<file path="config.mk">
export PLATFORM = sky130hd
export DESIGN_NAME = y_trace_buf
export DESIGN_NICKNAME = d
export VERILOG_FILES = /design/src/rtl/y_trace_pkg.sv /design/src/rtl/y_trace_mem.sv /design/src/rtl/y_trace_buf.sv
export SDC_FILE = /design/constraint.sdc
export NUM_CORES = 1
export LEC_CHECK = 0
export CAP_MARGIN = 30
export CORE_UTILIZATION = 65
export DETAILED_ROUTE_END_ITERATION = 6
export HOLD_SLACK_MARGIN = 0.1
export MAX_ROUTING_LAYER = met4
export PLACE_DENSITY_LB_ADDON = 0.05
export SYNTH_ARGS = -nofsm -noshare
export SYNTH_HDL_FRONTEND = slang
export SYNTH_HIERARCHICAL = 1
export SYNTH_SLANG_ARGS = --single-unit
export TNS_END_PERCENT = 20
</file>
<file path="constraint.sdc">
create_clock -name clk -period 22.4 [get_ports clk]
set_input_delay 4.48 -clock clk [delete_from_list [all_inputs] [get_ports clk]]
set_output_delay 4.48 -clock clk [all_outputs]
set_load 0.05 [all_outputs]
</file>
<file path="src/rtl/y_trace_pkg.sv">
// Shared encodings for the trace buffer: FSM state and capture mode constants.
package y_trace_pkg;

  typedef enum logic [1:0] {
    ST_IDLE  = 2'd0,
    ST_ARMED = 2'd1,
    ST_POST  = 2'd2,
    ST_DONE  = 2'd3
  } trace_state_e;

  localparam logic [1:0] MODE_WRAP      = 2'b00;
  localparam logic [1:0] MODE_STOP_FULL = 2'b01;
  localparam logic [1:0] MODE_TRIG      = 2'b10;

  // The unused encoding 11 behaves like wrap mode.
  function automatic logic [1:0] norm_mode(input logic [1:0] m);
    return (m == 2'b11) ? MODE_WRAP : m;
  endfunction

endpackage

</file>
<file path="src/rtl/y_trace_mem.sv">
// Record storage: one synchronous write port, one asynchronous read port.
module y_trace_mem #(
  parameter int DW    = 96,
  parameter int DEPTH = 16
) (
  input  logic                     clk,
  input  logic                     we,
  input  logic [$clog2(DEPTH)-1:0] waddr,
  input  logic [DW-1:0]            wdata,
  input  logic [$clog2(DEPTH)-1:0] raddr,
  output logic [DW-1:0]            rdata
);

  logic [DW-1:0] mem [DEPTH];

  always_ff @(posedge clk) begin
    if (we) mem[waddr] <= wdata;
  end

  assign rdata = mem[raddr];

endmodule

</file>
<file path="src/rtl/y_trace_buf.sv">
// Trace capture buffer: circular record store with wrap, stop-when-full and
// trigger/post-count capture modes, drained through a ready/valid read port.
module y_trace_buf
  import y_trace_pkg::*;
#(
  parameter int W     = 32,
  parameter int CH    = 3,
  parameter int DEPTH = 16
) (
  input  logic                   clk,
  input  logic                   INTn,
  input  logic                   arm,
  input  logic                   stop,
  input  logic [1:0]             mode,
  input  logic                   trig,
  input  logic [$clog2(DEPTH):0] post_cnt,
  input  logic                   cap_en,
  input  logic [CH*W-1:0]        cap_data,
  output logic                   rd_valid,
  input  logic                   rd_ready,
  output logic [CH*W-1:0]        rd_data,
  output logic [$clog2(DEPTH):0] count,
  output logic [1:0]             state,
  output logic                   overflow
);

  localparam int AW = $clog2(DEPTH);
  localparam int CW = AW + 1;
  localparam logic [CW-1:0] FULL_CNT = CW'(DEPTH);
  localparam logic [CW-1:0] LAST_CNT = CW'(DEPTH - 1);
  localparam logic [CW-1:0] ONE      = CW'(1);

  trace_state_e  st;
  logic [AW-1:0] wptr, rptr;
  logic [CW-1:0] cnt, remaining;
  logic          ovf;
  logic [1:0]    m;
  logic          full, wr, pop;

  assign m    = norm_mode(mode);
  assign full = (cnt == FULL_CNT);

  // A POST window that is already satisfied takes no more records, and
  // stop-when-full never overwrites.
  always_comb begin
    wr = 1'b0;
    if ((st == ST_ARMED || st == ST_POST) && cap_en)
      wr = !(st == ST_POST && remaining == '0) && !(m == MODE_STOP_FULL && full);
  end

  assign rd_valid = (st == ST_DONE) && (cnt != '0);
  assign pop      = rd_valid && rd_ready;

  y_trace_mem #(.DW(CH*W), .DEPTH(DEPTH)) u_mem (
    .clk   (clk),
    .we    (wr),
    .waddr (wptr),
    .wdata (cap_data),
    .raddr (rptr),
    .rdata (rd_data)
  );

  always_ff @(posedge clk) begin
    if (!INTn) begin
      st        <= ST_IDLE;
      cnt       <= '0;
      wptr      <= '0;
      rptr      <= '0;
      remaining <= '0;
      ovf       <= 1'b0;
    end else begin
      if (wr) begin
        wptr <= wptr + 1'b1;
        if (full) begin
          rptr <= rptr + 1'b1;
          ovf  <= 1'b1;
        end else begin
          cnt <= cnt + 1'b1;
        end
      end
      case (st)
        ST_IDLE: begin
          if (arm) begin
            st        <= ST_ARMED;
            cnt       <= '0;
            wptr      <= '0;
            rptr      <= '0;
            remaining <= '0;
            ovf       <= 1'b0;
          end
        end
        ST_ARMED: begin
          if (stop)
            st <= ST_DONE;
          else if (m == MODE_STOP_FULL && (full || (wr && cnt == LAST_CNT)))
            st <= ST_DONE;
          else if (m == MODE_TRIG && trig) begin
            st        <= ST_POST;
            remaining <= post_cnt;
          end
        end
        ST_POST: begin
          if (stop || remaining == '0)
            st <= ST_DONE;
          else if (wr) begin
            remaining <= remaining - 1'b1;
            if (remaining == ONE) st <= ST_DONE;
          end
        end
        ST_DONE: begin
          if (arm) begin
            st        <= ST_ARMED;
            cnt       <= '0;
            wptr      <= '0;
            rptr      <= '0;
            remaining <= '0;
            ovf       <= 1'b0;
          end else if (cnt == '0) begin
            st <= ST_IDLE;
          end else if (pop) begin
            rptr <= rptr + 1'b1;
            cnt  <= cnt - 1'b1;
            if (cnt == ONE) st <= ST_IDLE;
          end
        end
        default: st <= ST_IDLE;
      endcase
    end
  end

  assign count    = cnt;
  assign state    = st;
  assign overflow = ovf;

endmodule

</file>
Word level (Yosys, flattened, before mapping)
Memory sizes are Yosys's and may differ from the RTL's. A register that Yosys moved wholly into a read port is not among the register bits.
Index checks and enable logic that the tools add are counted.
{"block": "word_totals", "ram_bits": 1536, "memories": 1, "ff_bits": 21}
{"block": "classes", "n_reduce_logical": 21, "muxes": 45, "n_eq_ne": 22, "addsub": 5}
{"memory": "u_mem.mem", "words": 16, "width": 96, "rd": 1, "rd_clocked_by_memory_dff": 1, "wr": 1, "line_no": "y_trace_mem.sv:14", "rtl": "logic [DW-1:0] mem [DEPTH];"}
{"op": "$mux 5", "count": 12}
{"op": "$mux 4", "count": 10}
{"op": "$mux 2", "count": 12}
{"op": "$pmux 5 s3", "count": 1}
{"op": "$reduce_and 6->1", "count": 2}
{"op": "$eq 5x1->1 const B", "count": 2}
{"op": "$logic_not 5->1", "count": 2}
{"op": "$ne 2x2->1 const B", "count": 5}
{"op": "$pmux 5 s2", "count": 1}
{"op": "$sub 5x1->5 const B", "count": 2}
{"op": "$logic_and 1x1->1", "count": 9}
{"op": "$add 4x1->4 const B", "count": 2}
{"op": "$eq 2x2->1 const B", "count": 4}
{"op": "$ne 4x2->1 const B", "count": 2}
{"op": "$pmux 2 s4", "count": 1}
{"op": "$pmux 4 s2", "count": 1}
{"op": "$mux 1", "count": 7}
{"op": "$add 5x1->5 const B", "count": 1}
{"op": "$eq 5x4->1 const B", "count": 1}
{"op": "$eq 5x5->1 const B", "count": 1}
{"op": "$reduce_bool 5->1", "count": 1}
{"op": "$eq 2x1->1 const B", "count": 2}
{"op": "$ne 2x1->1 const B", "count": 2}
{"op": "$ne 4x3->1 const B", "count": 1}
{"op": "other kinds (6)", "count": 9}

Longest topological paths before layout
Gate-level depths: netlist (run 1).
{"block": "logic_depth", "ltp_word": 13, "depth_mapped": 8}

By module
Netlist (run 1), hierarchy kept.
{"module": "y_trace_mem", "cells_each": 2364, "seq_area_each_um2": 46124.2, "instances": 1, "area_each_um2": 57433.8}
{"module": "y_trace_buf", "cells_each": 183, "seq_area_each_um2": 420.4, "instances": 1, "area_each_um2": 1545.2}

Worst setup path before layout (run 1)
OpenSTA, ideal clock, no wires.
{"block": "synth_path", "path_type": "in2reg", "start": "in cap_en", "end": "mem u_mem.mem[0][0] (enable)", "t_required_ns": 21.732, "n_path_buf": 0, "arrival_ns": 12.152, "path_stages": 5, "path_slack_ns": 9.579, "path_cell_list": "nand2_1 a21o_1 nor2_1 or3b_2 nor3_1"}
{"block": "synth_via", "elab_chain_len": 4}
{"element": "start: declaration", "line_no": "y_trace_buf.sv:17", "rtl": "input logic cap_en,"}
{"element": "$logic_and 1x1->1", "line_no": "y_trace_buf.sv:47", "rtl": "if ((st == ST_ARMED || st == ST_POST) && cap_en)"}
{"element": "$mux 1", "line_no": "y_trace_buf.sv:47"}
{"element": "net wr", "line_no": "y_trace_buf.sv:38", "rtl": "logic full, wr, pop;"}
{"element": "$mux 1", "line_no": "y_trace_mem.sv:17", "rtl": "if (we) mem[waddr] <= wdata;"}
{"element": "$mux 1 (not written as such)", "line_no": "y_trace_mem.sv:17"}
{"element": "end: declaration", "line_no": "y_trace_mem.sv:14"}
The timed path passes the listed nets, and every way through them passes these cells.

==> results_dict.tcl, run 1 <==
set metrics [dict create \
    status "completed" \
    die_w_um 303 \
    grt_max_degree 155 \
    cp_cell_sequence "buf_12, buf_4, buf_4, buf_16, buf_4, buf_16, mux4_2, a22oi_1, nand2_1, clkdlybuf4s50_1" \
    synthesis.nets 2671 \
    avgSynthCellArea_um2 23.2 \
    critical_path_class "reg2out" \
    numCtsBuffers 150 \
    dieArea_mm2 0.0919 \
    cts_setup_buffers 0 \
    critPathArrivalTime_ns 6.37 \
    dr.pass1.iters 6 \
    globalRouteTotalUtil_pct 29.9 \
    rr_endpoint "u_mem/mem[1][68]$_DFFE_PP_" \
    finalHoldViolations 0 \
    wire_per_inst_um 31.2 \
    synth-seq-cells 1557 \
    row_count 110 \
    power_w 0.00639 \
    finalCriticalPeriod_ns 10.85 \
    pwr-share-clk_pct 37.7 \
    area_delta_synth_final_pct 14.2 \
    ios 215 \
    yosys_warnings 6 \
    r2r_start "state[1]$_SDFFE_PN0P_" \
    tns_ns 0 \
    max_cap_viol_count 0 \
    synthArstFlopShare_pct 0 \
    worstMarginPinSlew_ns 1.04 \
    coreArea_mm2 0.0900 \
    grt_pass1_wl_um 188000 \
    cp_common_cell "buf_4" \
    clock_sinks 1557 \
    ff_latch_area_mm2 0.0466 \
    first_global_vias 28700 \
    syn_area_mm2 0.0590 \
    yosysSeqAreaShare_pct 78.9 \
    p_per_area_mw_per_mm2 94.9 \
    post_cts_resized 0 \
    initial_utilization_pct 65.5 \
    cts.hold.buffers_added 0 \
    vias_per_cell 6.70 \
    p_switching_w 0.00148 \
    fmax_ghz 0.0922 \
    clock_path_buffers 3 \
    cp-start-kind "flip-flop" \
    io_buffers 214 \
    fillers 4928 \
    combPwrFrac_pct 10.4 \
    min_period_over_period_pct 48.4 \
    crit_path_top_delay_cell "dfxtp_4" \
    ir_drop_mv 0.109 \
    root_buffer "clkbuf_16" \
    report.final.slew_viol_count 0 \
    multi_input_area_mm2 0.0118 \
    p_int_w 0.00491 \
    cts_tree "yes" \
    grt_overflow_total 0 \
    finalSetupViolations 0 \
    drtIter0Drc 3112 \
    hold_path_end "overflow$_SDFF_PN0_" \
    stdcell_area_mm2 0.0673 \
    pwr-share-seq_pct 51.9 \
    final_common_cell "edfxtp_1" \
    dpl_cell_area_mm2 0.0625 \
    stdcell_count 4130 \
    reg2reg_depth 8 \
    routed_wl_um 129000 \
    synth_edf_count 1536 \
    layout_common_cells "1536 x edfxtp_1, 384 x mux4_2, 214 x clkdlybuf4s50_1" \
    drc 0 \
    holdCritPathClass "reg2reg" \
    slew_headroom_pct 30.8 \
    htreeDepth 4 \
    ys_types 60 \
    drtAntennaViolNets 0 \
    drive_gt1_share_pct 22.5 \
    end_kind "primary output" \
    cpPeakStageDelay_ns 0.93 \
    dpl.hpwl_um 61000 \
    cp.required_ns 17.92 \
    num_vias 27700 \
    rrSetupSlack_ns 17.78 \
    synth_top_flop_cell "edfxtp_1" \
    leakage_nw 20.5 \
    dieHeight_um 303 \
    whs_path_depth 2 \
    layout.nets 2955 \
    cts.reportedPaths.clkPinSlew_ns 0.06 \
    power_switching_share_pct 23.2 \
    dpl.cell_count 3851 \
    antenna_found_initial 15 \
    rsz0062_at_grt "false" \
    min_from "overflow$_SDFF_PN0_" \
    place_congestion 0.772 \
    netlist_instances 2547 \
    fin_worst_skew_ns 0.0273 \
    clock_latency_ns 0.75 \
    cp_max_fo 112 \
]
[per-stage QoR]
stage          setup WS, ns  utilization (%)  hold slack (ns)
6_report              11.55             74.8            0.503
3_3_place_gp          11.56             69.3            0.468
4_1_cts               10.71             74.6            0.496
3_5_place_dp          11.54             69.5            0.483
5_1_grt               10.97             74.8            0.532
2_1_floorplan          9.58                -            0.476
[critical path: cells and delay by family (launching register included)]
kind	cells	cell delay, ns
buffers and inverters	7	3.56
DFF	1	0.93
AOI/OAI and AO/OA	1	0.23
and+or+nand+nor	1	0.16
muxes	1	0.55
[worst max-delay path by stage]
stage | cells past startpoint | slack (ns) | from | end
after global placement | 8 | 11.56 | rptr[0]$_SDFF_PN0_ | rd_data[2]
after global routing | 10 | 10.97 | rptr[0]$_SDFF_PN0_ | rd_data[76]
after detailed placement | 8 | 11.54 | rptr[0]$_SDFF_PN0_ | rd_data[79]
after floorplan | 5 | 9.58 | cap_en | u_mem/mem[0][0]$_DFFE_PP_
after CTS | 8 | 10.71 | rptr[0]$_SDFF_PN0_ | rd_data[79]
final | 10 | 11.55 | rptr[0]$_SDFF_PN0_ | rd_data[76]
[cells by family after synthesis]
logic type,share of synthesized area (%)
and+or+nand+nor,1.50
adders and majority gates,0.297
xor gates and xnor gates,0.0742
DFF,78.9
buffers and inverters,1.34
muxes,14.7
AOI/OAI and AO/OA,3.20
[layout make-up]
| type | count | area share (%) |
|---|---|---|
| antenna | 14 | 0.0520 |
| clock buffer | 184 | 5.92 |
| clock inverter | 77 | 0.990 |
| inverter | 10 | 0.0557 |
| multi-input combinational | 845 | 17.5 |
| sequential | 1557 | 69.1 |
| tap | 1176 | 2.19 |
| timing repair buffer | 267 | 4.17 |
[cells in the mapped netlist (all sizes together) (4+ instances only)]
master | instances | area [um2]
o21ai | 5 | 25.0
edfxtp | 1536 | 46100
nand4 | 4 | 25.0
dfxtp | 21 | 420
a21oi | 13 | 65.1
inv | 10 | 37.5
xnor2 | 4 | 35.0
o211ai | 4 | 30.0
nand3 | 7 | 35.0
nand2 | 112 | 420
a22oi | 192 | 1440
clkbuf | 51 | 191
nand2b | 6 | 37.5
nor2 | 32 | 120
mux4 | 384 | 8650
a2111oi | 4 | 60.1
ha | 14 | 175
o311a | 5 | 50.1
o211a | 5 | 50.1
nor3 | 7 | 35.0
buf | 84 | 561
[power by group through the flow]
stage          Clock [W]  Sequential, W  Combinational (W)
5_1_grt          0.00255        0.00332           0.000702
2_1_floorplan          0        0.00339           0.000400
4_1_cts          0.00245        0.00332           0.000667
3_5_place_dp           0        0.00338           0.000663
6_report         0.00241        0.00332           0.000665
3_3_place_gp           0        0.00337           0.000651
[registers in the layout, summed over array words and instances, names as in the netlist]
register,count
remaining,5
wptr,4
rptr,4
u_mem/mem,1536
count,5
overflow,1
state,2
[layer usage]
| metal | wire length (um) | vias to the layer above | track usage, % |
|---|---|---|---|
| li1 | - | 11500 | - |
| met1 | 49300 | 14900 | 39.3 |
| met2 | 67500 | 1126 | 48.7 |
| met3 | 9840 | 169 | 5.25 |
| met4 | 2320 | 0 | 8.54 |
| met5 | 0 | - | - |
(Power assumes the default switching activity.)
==> run 2: changes to the inputs <==
- CORE_UTILIZATION: 65 -> 55
- clock period: 22.4 -> 9.81 ns (I/O delays scaled with it)
==> results_dict.tcl, run 2 (synthesis gave the netlist of run 1 again) <==
set metrics [dict create \
    dieHeight_um 329 \
    cpPeakStageDelay_ns 0.86 \
    top_register "u_mem/mem" \
    initial_utilization_pct 55.7 \
    row_count 119 \
    drive_gt1_share_pct 22.6 \
    dpl.hpwl_um 65200 \
    clock_path_buffers 3 \
    drtAntennaViolNets 0 \
    final_common_cell "edfxtp_1" \
    finalHoldViolations 0 \
    coreArea_mm2 0.106 \
    holdCritPathClass "reg2reg" \
    cp_cell_sequence "nor2b_4, buf_4, buf_4, a22oi_1, nand2_1, clkdlybuf4s50_1" \
    status "complete, but fails checks" \
    cts.hold.buffers_added 0 \
    root_buffer "clkbuf_16" \
    clock_latency_ns 0.75 \
    place_ws_ns 3.67 \
    routed_wl_um 126000 \
    min_period_over_period_pct 64.9 \
    layout.nets 2963 \
    power_w 0.0146 \
    place_congestion 0.778 \
    io_buffers 214 \
    leakage_nw 20.5 \
    grt_pass1_wl_um 188000 \
    dr.pass1.iters 7 \
    setup_ws_ns 3.44 \
    finalSetupViolations 0 \
    rsz0062_at_grt "false" \
    grt_max_degree 165 \
    htreeDepth 4 \
    critPathBufInv 3 \
    fin_worst_skew_ns 0.0164 \
    crit_path_top_delay_cell "buf_4" \
    largest_reg_flops 1536 \
    ir_drop_mv 0.183 \
    vias_per_cell 6.29 \
    ios 215 \
    finalCriticalPeriod_ns 6.37 \
    p_per_area_mw_per_mm2 215 \
    first_global_vias 29000 \
    layout_common_cells "1536 x edfxtp_1, 384 x mux4_2, 214 x clkdlybuf4s50_1" \
    max_cap_viol_count 0 \
    cp.required_ns 7.85 \
    num_vias 27400 \
    cp-start-kind "flip-flop" \
    post_cts_resized 0 \
    report.final.slew_viol_count 0 \
    fmax_ghz 0.157 \
    rrSetupSlack_ns 5.20 \
    stdcell_area_mm2 0.0676 \
    cts_tree "yes" \
    cp_max_fo 52 \
    clock_sinks 1557 \
    cts_setup_buffers 0 \
    fin_util_pct 63.9 \
    failed_checks "DRC" \
    globalRouteTotalUtil_pct 24.6 \
    dpl_cell_area_mm2 0.0628 \
    fillers 7006 \
    drc 10 \
    antenna_found_initial 11 \
    critical_path_class "reg2out" \
    worstMarginPinSlew_ns 1.15 \
    crit_family "buffers and inverters" \
    area_delta_synth_final_pct 14.6 \
    critPathArrivalTime_ns 4.40 \
    cts.reportedPaths.clkPinSlew_ns 0.06 \
    slew_headroom_pct 23.2 \
    wire_per_inst_um 29.0 \
    drtIter0Drc 2375 \
    dieArea_mm2 0.109 \
    die_w_um 329 \
    numCtsBuffers 154 \
    cp_common_cell "buf_4" \
    grt_overflow_total 0 \
    end_kind "primary output" \
]
[run 2: cell types whose count changed in the layout (fill, tap and decap cells not counted), sizes merged]
cell	previous run	this run
clkinvlp	1	4
clkbuf	184	200
inv	13	16
clkinv	61	54
dlymetal6s2s	0	1
bufinv	12	5
buf	53	56
diode	14	7
[run 2: path summary, 6_finish.rpt]
kind                         startpoint                     endpoint  depth (start not counted)
hold / removal      overflow$_SDFF_PN0_          overflow$_SDFF_PN0_                          2
setup reg to reg  state[1]$_SDFFE_PN0P_  u_mem/mem[14][57]$_DFFE_PP_                          9
hold reg to reg     overflow$_SDFF_PN0_          overflow$_SDFF_PN0_                          2
setup / recovery     rptr[2]$_SDFF_PN0_                  rd_data[93]                          6
[run 2: cell type report]
| class | instances | area (um2) | area share, % |
|---|---|---|---|
| Timing Repair Buffer | 271 | 2820 | 4.18 |
| Sequential cell | 1557 | 46600 | 68.9 |
| Clock buffer | 200 | 4150 | 6.15 |
| Tap cell | 1391 | 1740 | 2.57 |
| Inverter | 10 | 37.5 | 0.0555 |
| Clock inverter | 69 | 488 | 0.722 |
| Antenna cell | 7 | 17.5 | 0.0259 |
| Multi-Input combinational cell | 845 | 11800 | 17.4 |
[run 2: power breakdown]
part           internal [W]  total, W  leakage, nW  switching [W]
Clock               0.00311   0.00546         2.27        0.00235
Sequential          0.00751   0.00757         14.0      0.0000591
Combinational      0.000522   0.00153         4.26        0.00101
[run 2: per-layer routing]
metal / GRT usage [%] / wire (um) / vias to the layer above
li1: - / - / 11500
met1: 33.8 / 53100 / 14800
met2: 39.3 / 63100 / 873
met3: 3.70 / 7240 / 181
met4: 6.26 / 2430 / 0
met5: - / 0 / -
[run 2: per-stage QoR]
stage / TNS [ns] / hold slack, ns / std cells
global placement: 0 / 0.489 / 4063
global route: 0 / 0.513 / 4350
CTS: 0 / 0.495 / 4336
floorplan: -49.80 / 0.476 / 2547
finish: 0 / 0.501 / 4350
detailed placement: 0 / 0.465 / 4067
[run 2: worst min-delay path, delay by kind of cell (launching register included)]
family	cells	cell delay (ns)
and+or+nand+nor	2	0.15
DFF	1	0.31
